### src/rtl/prog_run_ctrl_pkg.sv
// Shared state encoding and default build constants for the program-run controller.
package prog_run_pkg;

    localparam int DEF_DW       = 8;
    localparam int DEF_AW       = 8;
    localparam int DEF_NRES     = 3;
    localparam int DEF_RES_BASE = 4;
    localparam int DEF_TIMEOUT  = 100000;
    localparam int DEF_CW       = 32;

    typedef enum logic [2:0] {
        ST_IDLE,
        ST_CLEAR,
        ST_LOAD,
        ST_LAUNCH,
        ST_RUN,
        ST_DUMP,
        ST_DONE
    } run_state_t;

endpackage

### src/rtl/prog_run_ctrl_counter.sv
// Saturating run-cycle counter with a flag that marks the last permitted cycle.
module run_cycle_counter #(
    parameter int CW    = 32,
    parameter int LIMIT = 100000
) (
    input  logic          CLK,
    input  logic          Reset,
    input  logic          clear,
    input  logic          enable,
    output logic [CW-1:0] count,
    output logic          limit_hit
);

    localparam logic [CW-1:0] CNT_MAX = '1;
    localparam logic [CW-1:0] LIM_M1  = CW'(LIMIT - 1);

    always_ff @(posedge CLK or posedge Reset) begin
        if (Reset) begin
            count <= '0;
        end else if (clear) begin
            count <= '0;
        end else if (enable && (count != CNT_MAX)) begin
            count <= count + CW'(1);
        end
    end

    // Asserted while the current run cycle is the final one allowed.
    assign limit_hit = (count == LIM_M1);

endmodule

### src/rtl/prog_run_ctrl.sv
// Sequencer that clears data memory, preloads it, runs the DUT to halt or
// timeout, then streams a block of result words back out.
module prog_run_ctrl
    import prog_run_pkg::*;
#(
    parameter int DW       = DEF_DW,
    parameter int AW       = DEF_AW,
    parameter int NRES     = DEF_NRES,
    parameter int RES_BASE = DEF_RES_BASE,
    parameter int TIMEOUT  = DEF_TIMEOUT,
    parameter int CW       = DEF_CW
) (
    input  logic                  CLK,
    input  logic                  Reset,
    input  logic                  go,
    input  logic                  pre_valid,
    input  logic [AW-1:0]         pre_addr,
    input  logic [DW-1:0]         pre_data,
    input  logic                  pre_last,
    output logic                  pre_ready,
    output logic                  mem_own,
    output logic                  mem_we,
    output logic [AW-1:0]         mem_addr,
    output logic [DW-1:0]         mem_wdata,
    input  logic [DW-1:0]         mem_rdata,
    output logic                  dut_start,
    input  logic                  dut_halt,
    output logic                  res_valid,
    output logic [$clog2(NRES):0] res_idx,
    output logic [DW-1:0]         res_data,
    output logic                  busy,
    output logic                  done,
    output logic                  timeout,
    output logic [CW-1:0]         cycles
);

    localparam int             RIW      = $clog2(NRES) + 1;
    localparam logic [RIW-1:0] LAST_IDX = RIW'(NRES);
    localparam logic [AW-1:0]  RES_A0   = AW'(RES_BASE);

    run_state_t     state;
    logic [AW-1:0]  clr_addr;
    logic [RIW-1:0] dump_idx;
    logic           go_ok;
    logic           cnt_clear;
    logic           cnt_en;
    logic           limit_hit;

    assign go_ok     = go && ((state == ST_IDLE) || (state == ST_DONE));
    assign cnt_clear = go_ok || (state == ST_LAUNCH);
    assign cnt_en    = (state == ST_RUN);

    run_cycle_counter #(
        .CW    (CW),
        .LIMIT (TIMEOUT)
    ) u_run_cycle_counter (
        .CLK       (CLK),
        .Reset     (Reset),
        .clear     (cnt_clear),
        .enable    (cnt_en),
        .count     (cycles),
        .limit_hit (limit_hit)
    );

    always_ff @(posedge CLK or posedge Reset) begin
        if (Reset) begin
            state     <= ST_IDLE;
            clr_addr  <= '0;
            dump_idx  <= '0;
            timeout   <= 1'b0;
            res_valid <= 1'b0;
            res_idx   <= '0;
        end else begin
            res_valid <= 1'b0;
            case (state)
                ST_IDLE, ST_DONE: begin
                    if (go) begin
                        state    <= ST_CLEAR;
                        clr_addr <= '0;
                        dump_idx <= '0;
                        timeout  <= 1'b0;
                    end
                end
                ST_CLEAR: begin
                    clr_addr <= clr_addr + AW'(1);
                    if (clr_addr == '1) begin
                        state <= ST_LOAD;
                    end
                end
                ST_LOAD: begin
                    if (pre_valid && pre_last) begin
                        state <= ST_LAUNCH;
                    end
                end
                ST_LAUNCH: begin
                    state <= ST_RUN;
                end
                ST_RUN: begin
                    // A halt on the limit cycle is a normal finish, not a timeout.
                    if (dut_halt) begin
                        state    <= ST_DUMP;
                        dump_idx <= '0;
                    end else if (limit_hit) begin
                        state    <= ST_DUMP;
                        dump_idx <= '0;
                        timeout  <= 1'b1;
                    end
                end
                ST_DUMP: begin
                    // Read data lags the address by one cycle, so each beat is
                    // flagged on the cycle after its address was issued.
                    if (dump_idx < LAST_IDX) begin
                        res_valid <= 1'b1;
                        res_idx   <= dump_idx;
                    end
                    if (dump_idx == LAST_IDX) begin
                        state <= ST_DONE;
                    end else begin
                        dump_idx <= dump_idx + RIW'(1);
                    end
                end
                default: begin
                    state <= ST_IDLE;
                end
            endcase
        end
    end

    assign res_data = res_valid ? mem_rdata : '0;

    always_comb begin
        pre_ready = 1'b0;
        mem_own   = 1'b0;
        mem_we    = 1'b0;
        mem_addr  = '0;
        mem_wdata = '0;
        dut_start = 1'b1;
        busy      = 1'b0;
        done      = 1'b0;
        case (state)
            ST_CLEAR: begin
                mem_own  = 1'b1;
                mem_we   = 1'b1;
                mem_addr = clr_addr;
                busy     = 1'b1;
            end
            ST_LOAD: begin
                pre_ready = 1'b1;
                mem_own   = 1'b1;
                mem_we    = pre_valid;
                mem_addr  = pre_valid ? pre_addr : '0;
                mem_wdata = pre_valid ? pre_data : '0;
                busy      = 1'b1;
            end
            ST_LAUNCH: begin
                busy = 1'b1;
            end
            ST_RUN: begin
                dut_start = 1'b0;
                busy      = 1'b1;
            end
            ST_DUMP: begin
                mem_own = 1'b1;
                busy    = 1'b1;
                if (dump_idx < LAST_IDX) begin
                    mem_addr = RES_A0 + AW'(dump_idx);
                end
            end
            ST_DONE: begin
                done = 1'b1;
            end
            default: begin
                dut_start = 1'b1;
            end
        endcase
    end

endmodule
### config.mk
export PLATFORM = sky130hd
export DESIGN_NAME = prog_run_ctrl
export DESIGN_NICKNAME = d
export VERILOG_FILES = /design/src/rtl/prog_run_ctrl_pkg.sv /design/src/rtl/prog_run_ctrl_counter.sv /design/src/rtl/prog_run_ctrl.sv
export SDC_FILE = /design/constraint.sdc
export NUM_CORES = 1
export LEC_CHECK = 0
export ABC_AREA = 1
export CORE_UTILIZATION = 35
export DETAILED_ROUTE_END_ITERATION = 12
export PLACE_DENSITY_LB_ADDON = 0.2
export SETUP_SLACK_MARGIN = 0.15
export SLEW_MARGIN = 15
export SYNTH_ARGS = -nofsm -noshare
export SYNTH_HDL_FRONTEND = slang
export SYNTH_SLANG_ARGS = --single-unit
### constraint.sdc
create_clock -name CLK -period 2.7 [get_ports CLK]
set_clock_uncertainty 0.05 [all_clocks]
set_input_delay 0.405 -clock CLK [delete_from_list [all_inputs] [get_ports CLK]]
set_output_delay 0.405 -clock CLK [all_outputs]
set_load 0.02 [all_outputs]
After elaboration in Yosys (flattened, before gate mapping)
Index checks and enable logic that the tools add are counted.
{ "word_totals": {"regBits": 51, "inputBits": 30, "elab_cells": 82} }
{ "classes": {"n_lt_le_gt_ge": 1, "n_mux": 34, "reduce_logical": 18, "eq_ne": 18, "add_sub_neg": 4} }
{ "op_table": {"columns": ["op", "count"], "rows": [
  ["32-bit 2-to-1 mux", 2],
  ["8-bit 2-to-1 mux", 5],
  ["32-bit by 1-bit adder with 32-bit output (second input constant)", 1],
  ["32-bit by 17-bit == test with 1-bit output (second input constant)", 1],
  ["32-bit inequality test (second input constant)", 1],
  ["3-bit 2-to-1 mux", 10],
  ["8-bit one-hot mux with 3 select lines", 1],
  ["3-bit one-hot mux with 6 select lines", 1],
  ["8-bit one-hot mux with 2 select lines", 1],
  ["2-bit inequality test (second input constant)", 7],
  ["1-bit 2-to-1 mux", 10],
  ["3-bit by 2-bit == test with 1-bit output (second input constant)", 3],
  ["3-bit == test (second input constant)", 3],
  ["3-bit one-hot mux with 3 select lines", 1],
  ["8-bit by 1-bit adder with 8-bit output (second input constant)", 1],
  ["8-bit == test (second input constant)", 1],
  ["4-bit AND reduction", 2],
  ["2-bit nonzero test", 3],
  ["5-bit AND reduction", 1],
  ["5-bit OR reduction", 1],
  ["3-bit by 3-bit adder with 4-bit output (first input constant)", 1],
  ["4-bit 2-to-1 mux", 1],
  ["1-bit one-hot mux with 2 select lines", 2],
  ["2-bit AND reduction", 2],
  ["10 further kinds", 13]
]} }

Logic depth before layout (Yosys ltp)
Gate-level depths: netlist (run 1).
{ "depth": {"ltp_word": 5, "depth_mapped": 12} }

Cells and area by module
A second synthesis (run 1) with hierarchy kept.
{ "hier_totals": {"cells_unflattened": 586, "area_unflattened_um2": 3777.4} }
{ "modules_own_cells": {"columns": ["mod", "cells_each", "instances", "area_per_inst_um2"], "rows": [
  ["run_cycle_counter", 367, 1, 2354.8],
  ["prog_run_ctrl", 219, 1, 1422.6]
]} }

Worst setup path after synthesis (run 1)
Ideal clock, no wire load.
{ "synth_timing": {"path_kind": "register to output", "startpoint": "register state[2]", "endpoint": "output mem_wdata[0]", "arrival_ns": 1.611, "path_slack_ns": 0.634, "stages_incl_launch_ff": 6, "required_ns": 2.245, "cell_sequence": "dfrtp_1 > inv_2 > nand2_2 > nor2_1 > clkinv_1 > nor2_1"} }
{ "synth_between": {"elab_chain_cells": 2} }
{ "synth_lines": {"columns": ["item", "line", "source"], "rows": [
  ["start: declaration", "prog_run_ctrl.sv:41", "run_state_t state;"],
  ["start signal: assignment", "prog_run_ctrl.sv:67", "state <= ST_IDLE;"],
  ["start signal: assignment", "prog_run_ctrl.sv:78", "state <= ST_CLEAR;"],
  ["start signal: assignment", "prog_run_ctrl.sv:87", "state <= ST_LOAD;"],
  ["3-bit by 2-bit == test with 1-bit output", "prog_run_ctrl.sv:140", "case (state)"],
  ["8-bit 2-to-1 mux", "prog_run_ctrl.sv:140", null],
  ["end: declaration", "prog_run_ctrl.sv:24", "output logic [DW-1:0] mem_wdata,"]
]} }
No other way between the ends.

Worst setup path in the final report (run 1)
Ends and elaborated chain as after synthesis.

==> results of run 1 <==
[metal layers]
metal,share of wire (%),track usage (%),vias to the layer above
li1,-,-,1970
met1,49,28.7,1762
met2,45,31.2,99
met3,4.5,2.64,11
met4,1.2,4.87,0
met5,0,0,-
[final timing paths]
kind / cells past startpoint / startpoint / slack (ns) / endpoint
setup reg to reg: 10 / u_run_cycle_counter.count[1] / 0.73 / u_run_cycle_counter.count[14]
max in group asynchronous: 3 / Reset / 1.57 / state[0]
hold / removal: 2 / res_idx[0] / 0.44 / res_idx[0]
setup / recovery: 6 / state[2] / 0.24 / mem_wdata[0]
hold reg to reg: 2 / res_idx[0] / 0.44 / res_idx[0]
min in group asynchronous: 3 / Reset / 0.54 / u_run_cycle_counter.count[15]
[cell usage in the layout (no fill, tap or decap)]
cell	count
sky130_fd_sc_hd__o211ai_1	2
sky130_fd_sc_hd__dlygate4sd2_1	8
sky130_fd_sc_hd__clkdlybuf4s50_1	86
sky130_fd_sc_hd__nor3_1	2
sky130_fd_sc_hd__or2_2	3
sky130_fd_sc_hd__inv_4	1
sky130_fd_sc_hd__xnor2_1	2
sky130_fd_sc_hd__nor2_8	1
sky130_fd_sc_hd__inv_1	59
sky130_fd_sc_hd__buf_4	4
sky130_fd_sc_hd__clkinv_4	1
sky130_fd_sc_hd__inv_8	1
sky130_fd_sc_hd__nand3_2	1
sky130_fd_sc_hd__nand2_8	2
sky130_fd_sc_hd__o21ai_0	13
sky130_fd_sc_hd__nand4_1	22
sky130_fd_sc_hd__dlymetal6s2s_1	2
sky130_fd_sc_hd__clkinv_2	2
sky130_fd_sc_hd__nor2_1	88
sky130_fd_sc_hd__o21ai_1	7
sky130_fd_sc_hd__nand3b_1	2
sky130_fd_sc_hd__ha_1	4
sky130_fd_sc_hd__nand2_2	3
sky130_fd_sc_hd__nand2_4	3
sky130_fd_sc_hd__nor2_4	4
sky130_fd_sc_hd__bufinv_16	1
sky130_fd_sc_hd__xor2_1	6
sky130_fd_sc_hd__a21oi_1	4
sky130_fd_sc_hd__clkbuf_8	5
sky130_fd_sc_hd__nand3_1	39
sky130_fd_sc_hd__nand2_1	228
sky130_fd_sc_hd__nor2_2	3
sky130_fd_sc_hd__dfrtp_2	1
sky130_fd_sc_hd__inv_2	5
sky130_fd_sc_hd__dfrtp_1	50
sky130_fd_sc_hd__o22ai_1	1
sky130_fd_sc_hd__o22a_1	1
[final cells by class]
cell class / count / area [µm²] / area share (%)
Multi-Input combinational cell: 441 / 2020 / 41.9
Sequential cell: 51 / 1280 / 26.5
Timing Repair Buffer: 100 / 986 / 20.4
Inverter: 67 / 263 / 5.45
Tap cell: 133 / 166 / 3.45
Clock buffer: 5 / 68.8 / 1.43
Clock inverter: 3 / 43.8 / 0.908
[critical path: stages, from the launching register on]
cell and delay, ns:
sky130_fd_sc_hd__dfrtp_1 0.46, sky130_fd_sc_hd__inv_2 0.11, sky130_fd_sc_hd__nand2_2 0.09, sky130_fd_sc_hd__nor2_4 0.15, sky130_fd_sc_hd__clkinv_2 0.14, sky130_fd_sc_hd__nor2_1 0.12
sky130_fd_sc_hd__clkdlybuf4s50_1 0.62
[through the flow]
stage / power [W] / hold WS, ns / area (µm²) / utilization, % / std cells
6_report: 0.00303 / 0.439 / 4820 / 48.9 / 800
3_5_place_dp: 0.00249 / 0.415 / 4700 / 47.7 / 792
4_1_cts: 0.00304 / 0.442 / 4810 / 48.8 / 800
5_1_grt: 0.00323 / 0.487 / 4820 / 48.9 / 800
2_1_floorplan: 0.00198 / 0.414 / 3610 / - / 568
3_3_place_gp: 0.00246 / 0.413 / 4700 / 47.7 / 792
[flip-flops by register name, indices dropped and copies added, names as in the netlist]
signal	cells
state	3
clr_addr	8
res_valid	1
timeout	1
dump_idx	3
res_idx	3
u_run_cycle_counter.count	32
[power by group]
group          switching [W]  leakage (nW)  internal [W]
Clock               0.000286        0.0581      0.000277
Sequential          0.000128         0.700      0.000869
Combinational       0.000969          1.59      0.000497
Total                0.00138          2.35       0.00164
[cell families (layout without fill, tap and decap cells)]
kind of cell	Yosys count	in the layout	share of synthesized area (%)
AOI/OAI and AO/OA	28	28	4.16
xor gates and xnor gates	8	8	1.94
adders and majority gates	4	4	1.39
buffers and inverters	76	175	9.05
DFF	51	51	35.4
and+or+nand+nor	401	401	48.1
==> qor.txt, run 1 <==
==============================================================================
Row Count .......................................................           36
Total of buffers placed on input and output ports ...............           96
CTS root buffer ................................................. sky130_fd_sc_hd__clkbuf_8
First-iteration detailed-routing DRC count ......................          170
Setup repair after global routing missed its margin .............         true
Antenna violations before repair ................................            0
Full die area ...................................................    10700 µm²
Clk_lat worst skew ..............................................      0.32 ns
Count of instances resized after the clock tree is built ........           12
Vias per inst ...................................................         4.80
Hold Violations, Final ..........................................            0
Synth top area share ............................................        35.4%
Net count after synthesis .......................................          602
Highest net fanout along the worst path .........................            9
Worst-path clk slew .............................................      0.10 ns
Final antenna diode count .......................................            0
Final Max Slew Viols ............................................            0
EDFF count, synth ...............................................            0
Antenna-violating nets left .....................................            0
Vertical die dimension ..........................................       104 µm
Fraction of layout cells with a size suffix above 1 .............        6.15%
Final setup violating endpoints .................................            0
Total number of vias ............................................         3842
Endpoint class of the critical path .............................  output port
Synthesis-stage register bit count ..............................           51
Total congestion overflow .......................................            0
Pin count of the biggest net entering global routing ............           52
Die width .......................................................       104 µm
Routability Congestion ..........................................        0.902
Shortest period the worst path allows ...........................      2.46 ns
Synth area leader ............................................... sky130_fd_sc_hd__dfrtp_1
WL per Instance .................................................      13.0 µm
Number of unique standard cell types used by synthesis ..........           33
Core area .......................................................     9860 µm²
Summed negative setup slack over all endpoints ..................         0 ns
Critical Path Source Type .......................................    flip-flop
Number of cells produced by synthesis ...........................          568
IR drop worst, VDD ..............................................   0.000346 V
Tightest Hold Check Type ........................................      reg2reg
Worst Path Class, Setup .........................................      reg2out
Result of the run ............................................... finished clean
Async S/R FF share, synth .......................................         100%
Final layout net count ..........................................          700
Proportion of synthesized chip area in sequential cells .........        35.4%
Pwr per Cell Area ...............................................   627 nW/µm²
YS warnings .....................................................            0
Most used standard cell by instance count after synthesis ....... sky130_fd_sc_hd__nand2_1
Final routed wirelength across all metal layers .................     10400 µm
Tightest Pin Transition .........................................     0.675 ns
Buffers inserted by post-CTS timing repair ......................            0
First-pass GRT wire length ......................................     17300 µm
Via count of the first global-routing pass ......................         3491
Total leakage power .............................................      2.35 nW
Post-cts hold buffer count ......................................            0
Post-route fraction of the period consumed by the critical path .        91.0%
Normalized max-slew margin ......................................        55.0%
Total clock sinks ...............................................           51
Data required time at the worst endpoint ........................      2.25 ns
Layout overhead on the synthesized area .........................        33.7%
Fill count ......................................................         1006
Top-level I/O count .............................................           97
Worst EP arrival ................................................      2.00 ns
Total global routing track utilization ..........................        19.8%
CTS tree ........................................................          yes
Post-layout worst setup margin ..................................     0.242 ns
Highest attainable clock frequency ..............................    0.407 GHz
Most numerous cell types in the synthesized netlist ............. sky130_fd_sc_hd__nand2_1 (228), sky130_fd_sc_hd__nor2_1 (89), sky130_fd_sc_hd__inv_1 (61), sky130_fd_sc_hd__dfrtp_1 (51), sky130_fd_sc_hd__nand3_1 (40)
Max-cap violation count .........................................            0
Number of H-tree branching levels ...............................            2
Synthesized area divided by synthesized cell count ..............     6.36 µm²
Pre-CTS setup slack .............................................     0.287 ns
Total clock buffers created by CTS ..............................            5
Detailed-route DRC error count ..................................            0
DR pass1 iterations .............................................            5
Clock Path Buffers ..............................................            2
Leading post-synthesis cells by cell area ....................... sky130_fd_sc_hd__dfrtp_1 (35%), sky130_fd_sc_hd__nand2_1 (24%), sky130_fd_sc_hd__nor2_1 (9.3%)
Initial core utilization ........................................        36.6%
Syn Std Cell Area ...............................................     3610 µm²
Primary FF master, synth ........................................ sky130_fd_sc_hd__dfrtp_1
Final HPWL DP ...................................................      7980 µm
==============================================================================
Power figures use the tool's default switching activity.
==> run 2, diff against run 1 <==
ABC_CLOCK_PERIOD_IN_PS = 2700   (was not set)
==> results of run 2 <==
Same layout as run 1: the final DEF is identical, and so are final timing and power.
